**src/rtl/mdu_ctrl.sv**
```systemverilog
// mdu_ctrl: multiply/divide controller for the MIPS execute stage.
// Sequences 32-iteration MULT/MULTU (shift-add) and DIV/DIVU (restoring)
// operations, owns the HI/LO registers and services MTHI/MTLO writes.
//
// Ports:
//   clk, rst           clock, synchronous active-high reset
//   md_start, md_op    request valid and opcode (1 MULT, 2 MULTU, 3 DIV, 4 DIVU,
//                      5 MTHI, 6 MTLO, others no-op)
//   md_op_x, md_op_y   rs / rt operands
//   md_flush           abort in-flight operation, drop same-cycle start
//   md_rd_en           decode stage holds an MFHI/MFLO
//   md_busy, md_stall  iterative op in progress; read hazard stall
//   hi, lo             architectural HI/LO registers
module mdu_ctrl #(
    parameter int unsigned      WIDTH   = 32,
    parameter logic [WIDTH-1:0] DIV0_LO = {WIDTH{1'b1}}
) (
    input  logic             clk,
    input  logic             rst,
    input  logic             md_start,
    input  logic [2:0]       md_op,
    input  logic [WIDTH-1:0] md_op_x,
    input  logic [WIDTH-1:0] md_op_y,
    input  logic             md_flush,
    input  logic             md_rd_en,
    output logic             md_busy,
    output logic             md_stall,
    output logic [WIDTH-1:0] hi,
    output logic [WIDTH-1:0] lo
);

    localparam int unsigned CW = $clog2(WIDTH);
    localparam logic [CW-1:0] LastIter = CW'(WIDTH - 1);

    localparam logic [1:0] StIdle = 2'd0;
    localparam logic [1:0] StMul  = 2'd1;
    localparam logic [1:0] StDiv  = 2'd2;
    localparam logic [1:0] StFix  = 2'd3;

    localparam logic [2:0] OpMult  = 3'd1;
    localparam logic [2:0] OpMultu = 3'd2;
    localparam logic [2:0] OpDiv   = 3'd3;
    localparam logic [2:0] OpDivu  = 3'd4;
    localparam logic [2:0] OpMthi  = 3'd5;
    localparam logic [2:0] OpMtlo  = 3'd6;

    logic [1:0]         state_q, state_d;
    logic [CW-1:0]      cnt_q, cnt_d;
    // MUL: {partial product high, multiplier shifting out}.
    // DIV: {remainder, dividend shifting out / quotient shifting in}.
    logic [2*WIDTH-1:0] acc_q, acc_d;
    // MUL: |multiplicand|. DIV: |divisor|.
    logic [WIDTH-1:0]   mcand_q, mcand_d;
    logic [WIDTH-1:0]   x_raw_q, x_raw_d;
    logic               qsign_q, qsign_d;
    logic               rsign_q, rsign_d;
    logic               is_div_q, is_div_d;
    logic               div0_q, div0_d;
    logic [WIDTH-1:0]   hi_q, hi_d;
    logic [WIDTH-1:0]   lo_q, lo_d;

    logic               signed_op, iter_op, mul_op;
    logic               x_neg, y_neg;
    logic [WIDTH-1:0]   x_abs, y_abs;
    logic [WIDTH:0]     mul_sum;
    logic [WIDTH:0]     div_shift, div_sub;
    logic               div_ge;
    logic [2*WIDTH-1:0] prod_neg;
    logic [WIDTH-1:0]   quo, rem;

    always_comb begin
        signed_op = (md_op == OpMult) || (md_op == OpDiv);
        mul_op    = (md_op == OpMult) || (md_op == OpMultu);
        iter_op   = mul_op || (md_op == OpDiv) || (md_op == OpDivu);
        x_neg     = signed_op & md_op_x[WIDTH-1];
        y_neg     = signed_op & md_op_y[WIDTH-1];
        // 0x80000000 negates to itself, which is the correct unsigned magnitude.
        x_abs     = x_neg ? -md_op_x : md_op_x;
        y_abs     = y_neg ? -md_op_y : md_op_y;

        mul_sum   = {1'b0, acc_q[2*WIDTH-1:WIDTH]} + (acc_q[0] ? {1'b0, mcand_q} : '0);

        div_shift = {acc_q[2*WIDTH-1:WIDTH], acc_q[WIDTH-1]};
        div_ge    = div_shift >= {1'b0, mcand_q};
        div_sub   = div_shift - {1'b0, mcand_q};

        prod_neg  = -acc_q;
        quo       = acc_q[WIDTH-1:0];
        rem       = acc_q[2*WIDTH-1:WIDTH];
    end

    always_comb begin
        state_d  = state_q;
        cnt_d    = cnt_q;
        acc_d    = acc_q;
        mcand_d  = mcand_q;
        x_raw_d  = x_raw_q;
        qsign_d  = qsign_q;
        rsign_d  = rsign_q;
        is_div_d = is_div_q;
        div0_d   = div0_q;
        hi_d     = hi_q;
        lo_d     = lo_q;

        case (state_q)
            StIdle: begin
                if (md_start && !md_flush) begin
                    if (iter_op) begin
                        state_d  = mul_op ? StMul : StDiv;
                        cnt_d    = '0;
                        acc_d    = {{WIDTH{1'b0}}, mul_op ? y_abs : x_abs};
                        mcand_d  = mul_op ? x_abs : y_abs;
                        x_raw_d  = md_op_x;
                        qsign_d  = x_neg ^ y_neg;
                        rsign_d  = x_neg;
                        is_div_d = !mul_op;
                        div0_d   = (md_op_y == '0);
                    end else if (md_op == OpMthi) begin
                        hi_d = md_op_x;
                    end else if (md_op == OpMtlo) begin
                        lo_d = md_op_x;
                    end
                end
            end
            StMul: begin
                acc_d = {mul_sum, acc_q[WIDTH-1:1]};
                cnt_d = cnt_q + 1'b1;
                if (cnt_q == LastIter) state_d = StFix;
            end
            StDiv: begin
                if (div_ge) acc_d = {div_sub[WIDTH-1:0], acc_q[WIDTH-2:0], 1'b1};
                else        acc_d = {div_shift[WIDTH-1:0], acc_q[WIDTH-2:0], 1'b0};
                cnt_d = cnt_q + 1'b1;
                if (cnt_q == LastIter) state_d = StFix;
            end
            default: begin // StFix
                state_d = StIdle;
                if (!is_div_q) begin
                    {hi_d, lo_d} = qsign_q ? prod_neg : acc_q;
                end else if (div0_q) begin
                    lo_d = DIV0_LO;
                    hi_d = x_raw_q;
                end else begin
                    lo_d = qsign_q ? -quo : quo;
                    hi_d = rsign_q ? -rem : rem;
                end
            end
        endcase

        // Flush abandons the operation, including its FIX write-back.
        if (md_flush && state_q != StIdle) begin
            state_d = StIdle;
            hi_d    = hi_q;
            lo_d    = lo_q;
        end
    end

    always_ff @(posedge clk) begin
        if (rst) begin
            state_q  <= StIdle;
            cnt_q    <= '0;
            acc_q    <= '0;
            mcand_q  <= '0;
            x_raw_q  <= '0;
            qsign_q  <= 1'b0;
            rsign_q  <= 1'b0;
            is_div_q <= 1'b0;
            div0_q   <= 1'b0;
            hi_q     <= '0;
            lo_q     <= '0;
        end else begin
            state_q  <= state_d;
            cnt_q    <= cnt_d;
            acc_q    <= acc_d;
            mcand_q  <= mcand_d;
            x_raw_q  <= x_raw_d;
            qsign_q  <= qsign_d;
            rsign_q  <= rsign_d;
            is_div_q <= is_div_d;
            div0_q   <= div0_d;
            hi_q     <= hi_d;
            lo_q     <= lo_d;
        end
    end

    assign md_busy  = (state_q != StIdle);
    assign md_stall = md_rd_en & md_busy;
    assign hi       = hi_q;
    assign lo       = lo_q;

endmodule

```
**config.mk**
```make
export PLATFORM = sky130hd
export DESIGN_NAME = mdu_ctrl
export DESIGN_NICKNAME = d
export VERILOG_FILES = /design/src/rtl/mdu_ctrl.sv
export SDC_FILE = /design/constraint.sdc
export NUM_CORES = 1
export LEC_CHECK = 0
export ABC_AREA = 1
export CORE_AREA = 8 8 200 202
export DETAILED_ROUTE_END_ITERATION = 6
export DIE_AREA = 0 0 208 210
export PLACE_DENSITY = 0.77
export SLEW_MARGIN = 20
export SYNTH_ARGS = -nofsm -noshare
export SYNTH_HDL_FRONTEND = slang
export SYNTH_SLANG_ARGS = --single-unit
```
**constraint.sdc**
```tcl
create_clock -name clk -period 2.57 [get_ports clk]
set_input_delay 0.6425 -clock clk [delete_from_list [all_inputs] [get_ports clk]]
set_output_delay 0.6425 -clock clk [all_outputs]
set_load 0.01 [all_outputs]
```
After elaboration in Yosys (flattened, before gate mapping)
Cells that the tools add are included.

Register bits after elaboration: 203. Bits in latches: 0. Bits in writable memories: 0. ROM bits: 0. Input port bits: 72. Output and inout port bits: 66. Logic and storage cells: 96. Memories: 0.

Add/subtract/negate cells: 8. $mul: 0. Divide/modulo/power cells: 0. $lt $le $gt $ge: 1. Equality and inequality tests: 16. Shift-type cells: 0. Mux-type cells: 33. Bitwise operators: 6. Reductions and logical operators: 21.

Operators with widths (count): 32-bit 2-to-1 mux (18); 64-bit 2-to-1 mux (4); 64-bit one-hot mux with 3 select lines (1); 32-bit negation (4); 32-bit one-hot mux with 2 select lines (2); 64-bit negation (1); 32-bit by 32-bit adder with 33-bit output (1); 33-bit by 32-bit greater-or-equal comparator with 1-bit output (1); 32-bit zero test (1); 32-bit subtractor (1); 2-bit inequality test, second input constant (6); 3-bit AND reduction (4); 5-bit 2-to-1 mux (2); 5-bit one-hot mux with 2 select lines (1); 3-bit == test, second input constant (3); 2-bit 2-to-1 mux (4); 3-bit by 2-bit == test with 1-bit output, second input constant (2); 6-bit AND reduction (1); 5-bit by 1-bit adder with 5-bit output, second input constant (1); 5-bit == test, second input constant (1); 5-bit AND reduction (1); 1-bit logical OR (4); 2-bit one-hot mux with 2 select lines (1); 2-bit nonzero test (2); other kinds (12) (18).

Longest topological paths before layout
Word-level depth: 8. Mapped depth: 20. Depth with buffers taken out: 18.

Worst setup path before layout
OpenSTA, ideal clock, no wires.

Path type: register to register. From: reg acc_q[0]. To: reg acc_q[59]. Setup time: 132 ps. Arrival time: 2364 ps. Data required time: 2438 ps. Slack: 73 ps. Cell stages (with the launch flop): 20. Path buffers: 2. Period minus slack after synthesis: 2497 ps. Cell sequence: dfxtp_1 -> buf_2 -> clkbuf_1 -> nand2_1 -> inv_1 -> ha_1 -> inv_1 -> fa_1 -> o21ai_1 -> nand2_1 -> nand2_1 -> nand2_1 -> nand2_1 -> nand3_1 -> nand2_1 -> nand2_1 -> nand3_1 -> nand2_1 -> nand2_1 -> a21oi_1.

Word-level cells in the longest chain between the ends: 3.

Ends and longest elaborated chain: start: declaration (line 51) `logic [2*WIDTH-1:0] acc_q, acc_d;`; start signal: assignment (line 162) `acc_q <= '0;`; start signal: assignment (line 174) `acc_q <= acc_d;`; 32-bit 2-to-1 mux (line 81) `mul_sum = {1'b0, acc_q[2*WIDTH-1:WIDTH]} + (acc_q[0] ? {1'b0, mcand_q} : '0);`; 32-bit by 32-bit adder with 33-bit output (line 81); 64-bit one-hot mux with 3 select lines (line 105) `case (state_q)`.

Every way passes these cells. A chain may end at the register's enable or synchronous reset.

Worst setup path in the final report
From: reg mcand_q[24]. To: reg acc_q[57].

Word-level cells in the longest chain between the ends: 3. Elaborated cells between the ends (all ways): 6. Those cells by class: add/sub (2); order compare (1); mux (3).

Ends and longest elaborated chain: start: declaration (line 53) `logic [WIDTH-1:0] mcand_q, mcand_d;`; start signal: assignment (line 175) `mcand_q <= mcand_d;`; 32-bit subtractor (tied with other cells) (line 85) `div_sub = div_shift - {1'b0, mcand_q};`; 64-bit 2-to-1 mux / 32-bit by 32-bit adder with 33-bit output (equally long branches) (line 131, 81); 64-bit one-hot mux with 3 select lines * (line 105).

Mark *: on every way between the ends. The rest lies on a longest branch, timed or not.

==> tab_implementation.tex <==
\begin{tabular}{lr}
\hline
Metric & Value \\
\hline
\multicolumn{2}{l}{\textbf{Run status}} \\
\quad Run status & finished, violations left \\
\quad Violated checks & setup timing \\
\multicolumn{2}{l}{\textbf{Power}} \\
\quad Total power after layout & 14.1 mW \\
\quad Power per Cell Area & approximately 540 nW/um\^{}2 \\
\quad Leakage & 13.1 nW \\
\quad Worst-case vdd ir drop & 0.000444 V \\
\multicolumn{2}{l}{\textbf{Synthesis}} \\
\quad Distinct cell type count after synthesis & 54 \\
\quad Post-synth net total & 3750 \\
\quad Leading cell type by number of instances after synthesis & nand2\_1 \\
\quad Cell types with the highest counts after synthesis & 1169 x nand2\_1, 454 x inv\_1, 369 x nor2\_1, 272 x nand3\_1, 249 x a21oi\_1 \\
\quad Fraction of registers with async set/reset & 0\% \\
\quad Area fraction of the dominant cell type after synthesis & 22.0\% \\
\quad Synth Register Bits & 203 \\
\quad Synth Area per Inst & roughly 5.5 um\^{}2 \\
\quad Post-Syn Area & 20000 um\^{}2 \\
\quad Yosys top cell by area & nand2\_1 \\
\quad Top area cells in the synthesized netlist & nand2\_1 22\%, dfxtp\_1 20\%, inv\_1 8.5\%, nor2\_1 6.9\%, nand3\_1 6.8\% \\
\quad Gate count of the mapped netlist & 3602 \\
\quad Number of flops mapped to enable cells by yosys & 0 \\
\quad Sequential share of the synthesized area & 20.3\% \\
\quad Synthesis Warnings & 0 \\
\quad Main flop type after synthesis & dfxtp\_1 \\
\multicolumn{2}{l}{\textbf{Placed design}} \\
\quad Total instance count after detailed placement & 4479 \\
\quad Count of buffers inserted at the top-level ports & 137 \\
\quad Detailed placement HPWL & 76200 um \\
\quad Cell area after placement & roughly 25000 um\^{}2 \\
\quad Final weighted congestion in routability-driven placement & 1.10 \\
\multicolumn{2}{l}{\textbf{GRT}} \\
\quad Vias in the first global route & approximately 24000 \\
\quad GR Overflow Total & 0 \\
\quad Global-route wire length before repair & between 100000 and 150000 um \\
\quad Met1 global-route usage & between 50\% and 60\% \\
\quad Antenna violations before repair & 3 \\
\quad Met2 Resource Use GR & between 60\% and 70\% \\
\quad Total routing usage reported by global routing & 41.2\% \\
\quad Maximum number of pins on one net before global-route repair & between 70 and 80 \\
\quad Most Crowded Layer GR & met2 \\
\quad GRT met3 Usage & approximately 11\% \\
\multicolumn{2}{l}{\textbf{STA}} \\
\quad Hold WS & a little over 0.3 ns \\
\quad Number of pins exceeding their max-slew limit in the final report & 0 \\
\quad Clock skew & around 0.028 ns \\
\quad Relative slew margins & 43.6\% \\
\quad Count of endpoints failing setup in the final report & 1 \\
\quad Min cycle time layout & 2.57 ns \\
\quad Count of endpoints failing hold in the final timing report & 0 \\
\quad F\_max & a little under 400 MHz \\
\quad Final worst setup slack & -0.000865 ns \\
\quad Final period utilization & 100\% \\
\quad Worst slew pin tran & 0.845 ns \\
\multicolumn{2}{l}{\textbf{Run}} \\
\quad MaxCap Viol Count & 0 \\
\multicolumn{2}{l}{\textbf{CTS}} \\
\quad Total number of clock tree sinks & 203 \\
\quad Clock transition at the register clock pins on the worst setup and hold paths after CTS & 0.06 ns \\
\quad Hold\_buf cts & 0 \\
\quad Root Buffer Master & clkbuf\_16 \\
\quad Number of H-tree levels & 1 \\
\quad Buffer depth of the longest clock path & 3 \\
\quad Clock tree from TritonCTS & built \\
\quad Number of CTS-inserted buffers & 24 \\
\quad Worst-skew pair later-pin latency & approximately 0.56 ns \\
\multicolumn{2}{l}{\textbf{Hold path}} \\
\quad Class of the worst hold path & in -> reg \\
\quad Cell depth of the worst min-delay path & 2 \\
\multicolumn{2}{l}{\textbf{Worst setup path}} \\
\quad Largest stage delay on the critical path & 0.40 ns \\
\quad Register-to-Register Path Depth & 16 \\
\quad Critical Path AT & 2.99 ns \\
\quad Startpoint type of the worst setup path & flip-flop \\
\quad Top fanout value on the critical path & 19 \\
\quad Kind of critical path & reg -> reg \\
\quad Ordered list of cells on the worst path & inv\_1 -> ha\_4 -> nand2\_1 -> nor2\_2 -> nand3\_1 -> nor2\_1 -> nand2\_1 -> nand2\_2 -> nor2\_8 -> nand2\_4 -> buf\_12 -> nand3\_1 -> nand2\_1 -> nand2\_1 -> nand2\_1 -> a21oi\_1 \\
\quad WP data required & 2.99 ns \\
\quad Endpoint kind of the worst setup timing path & flip-flop \\
\quad Slowest stage cell on the critical path & dfxtp\_1 \\
\quad Worst path most repeated cell & nand2\_1 \\
\multicolumn{2}{l}{\textbf{Route}} \\
\quad Total Wirelength & around 95000 um \\
\quad Detailed Route Iter0 Violations & 3618 \\
\quad Number of antenna-violating nets in the routed design & 0 \\
\quad Via count normalized by instance count & 5.87 \\
\quad Post-route DRC violation count & 0 \\
\quad Vias & roughly 27000 \\
\quad Total iterations of the first detailed-routing run & 6 \\
\quad Detail-routed net length per standard cell & 20.9 um \\
\multicolumn{2}{l}{\textbf{Floorplanning}} \\
\quad Total die area & roughly 44000 um\^{}2 \\
\quad Cell row count & just over 70 \\
\quad Die height & approximately 210 um \\
\quad Width of the chip & 208 um \\
\quad Starting density of the core & 54.0\% \\
\quad I/O pin count & 138 \\
\quad Area of the core & 37000 um\^{}2 \\
\multicolumn{2}{l}{\textbf{Finish}} \\
\quad Filler instances & 3482 \\
\quad Register area & 4080 um\^{}2 \\
\quad Number of nets in the layout & 4182 \\
\quad Share of cells above drive strength 1 & 15.0\% \\
\quad Area of all placed cells without fillers & 25900 um\^{}2 \\
\quad Layout-stage area growth over the synthesis result & 29.6\% \\
\quad Number of standard cells in the layout, taps in and fillers out & 4527 \\
\quad Total area of multi-input combinational cells & 13800 um\^{}2 \\
\hline
\end{tabular}
-- registers in the layout (all words and copies together), names as in the netlist, 2 cells and up --
name and cells:
acc_q 64, cnt_q 5, hi 32, lo 32
mcand_q 32, state_q 2, x_raw_q 32
-- report_power, final --
group          switching, mW  internal (mW)  leakage, nW  total [mW]
Clock                   1.52           2.20        0.415        3.71
Sequential             0.224           3.37         1.65        3.59
Combinational           4.46           2.33         11.1        6.78
-- placed cells by master, fill, tap and decap left out, types with 5 or more instances in the layout --
master / n
nand2_1: 1161
a21oi_1: 243
nor2_2: 24
xnor2_1: 21
a21oi_2: 10
o22ai_1: 33
clkdlybuf4s50_1: 134
ha_1: 52
a21o_1: 8
a22oi_1: 9
nand3_1: 270
nor3_1: 29
clkbuf_16: 25
ha_4: 17
a31oi_1: 47
o21bai_1: 5
o21a_1: 7
nand3b_1: 16
nand3_2: 6
inv_1: 447
xor2_1: 59
o221ai_1: 12
and2_1: 7
ha_2: 5
nor2_1: 355
buf_12: 19
nor2_4: 8
inv_2: 22
dfxtp_2: 12
nor4_1: 9
o21ai_1: 24
dfxtp_1: 191
o211ai_1: 29
nand2_2: 20
nand4_1: 36
o21ai_0: 221
or2_2: 7
buf_4: 400
-- final timing paths --
path                from          to  slack (ns)
max          mcand_q[24]   acc_q[57]     -0.0009
min                  rst  x_raw_q[6]        0.30
max reg2reg  mcand_q[24]   acc_q[57]     -0.0009
min reg2reg   x_raw_q[8]  x_raw_q[8]        0.46
-- cells by family (layout without fill, tap and decap cells) --
group	Yosys count	after routing	share of synthesized area, %
and+or+nand+nor	1960	1960	40.8
AOI/OAI and AO/OA	661	661	18.3
buffers and inverters	621	1070	12.2
DFF	203	203	20.3
xor gates and xnor gates	81	81	3.55
adders and majority gates	76	76	4.84
other	0	2	0
-- layer usage --
metal | part of all wire, % | vias to the layer above
met5 | 0.018 | -
met4 | 8.5 | 2
met3 | 13 | 428
met2 | 41 | 1828
met1 | 37 | 11800
li1 | - | 12500
-- worst max-delay path: cells and delay by family (launching register included) --
family	cells	cell delay, ns
AO/OA/AOI/OAI	1	0.05
flip-flops	1	0.40
buffers and inverters	2	0.33
adder cells (fa/ha/maj)	1	0.34
AND/OR/NAND/NOR	12	1.31
-- per-stage QoR --
| step | setup TNS (ns) | setup WS (ns) | utilization [%] |
|---|---|---|---|
| 6_report | -0.000865 | -0.000865 | 70.0 |
| 3_5_place_dp | -13.81 | -0.294 | 66.7 |
| 4_1_cts | 0 | 0.0382 | 69.0 |
| 5_1_grt | -0.0703 | -0.0224 | 70.0 |
| 2_1_floorplan | 0 | 0.0735 | - |
| 3_3_place_gp | -11.93 | -0.278 | 66.7 |
-- layout make-up --
cell class | instances | area share [%]
clock inverters | 11 | 0.561
clock buffers | 32 | 2.67
diodes | 2 | 0.0193
well taps | 474 | 2.29
multi-input cells | 2778 | 53.5
repair buffers | 557 | 18.4
inverters | 470 | 6.82
flip-flops and latches | 203 | 15.8
-- timing repair --
item,CTS,global route
setup buffers,1,2
resized for setup,10,81
cloned,0,0
endpoints found under the setup margin,11,42
pin swaps,0,5
Note: power is estimated with default switching activity, not from simulation.
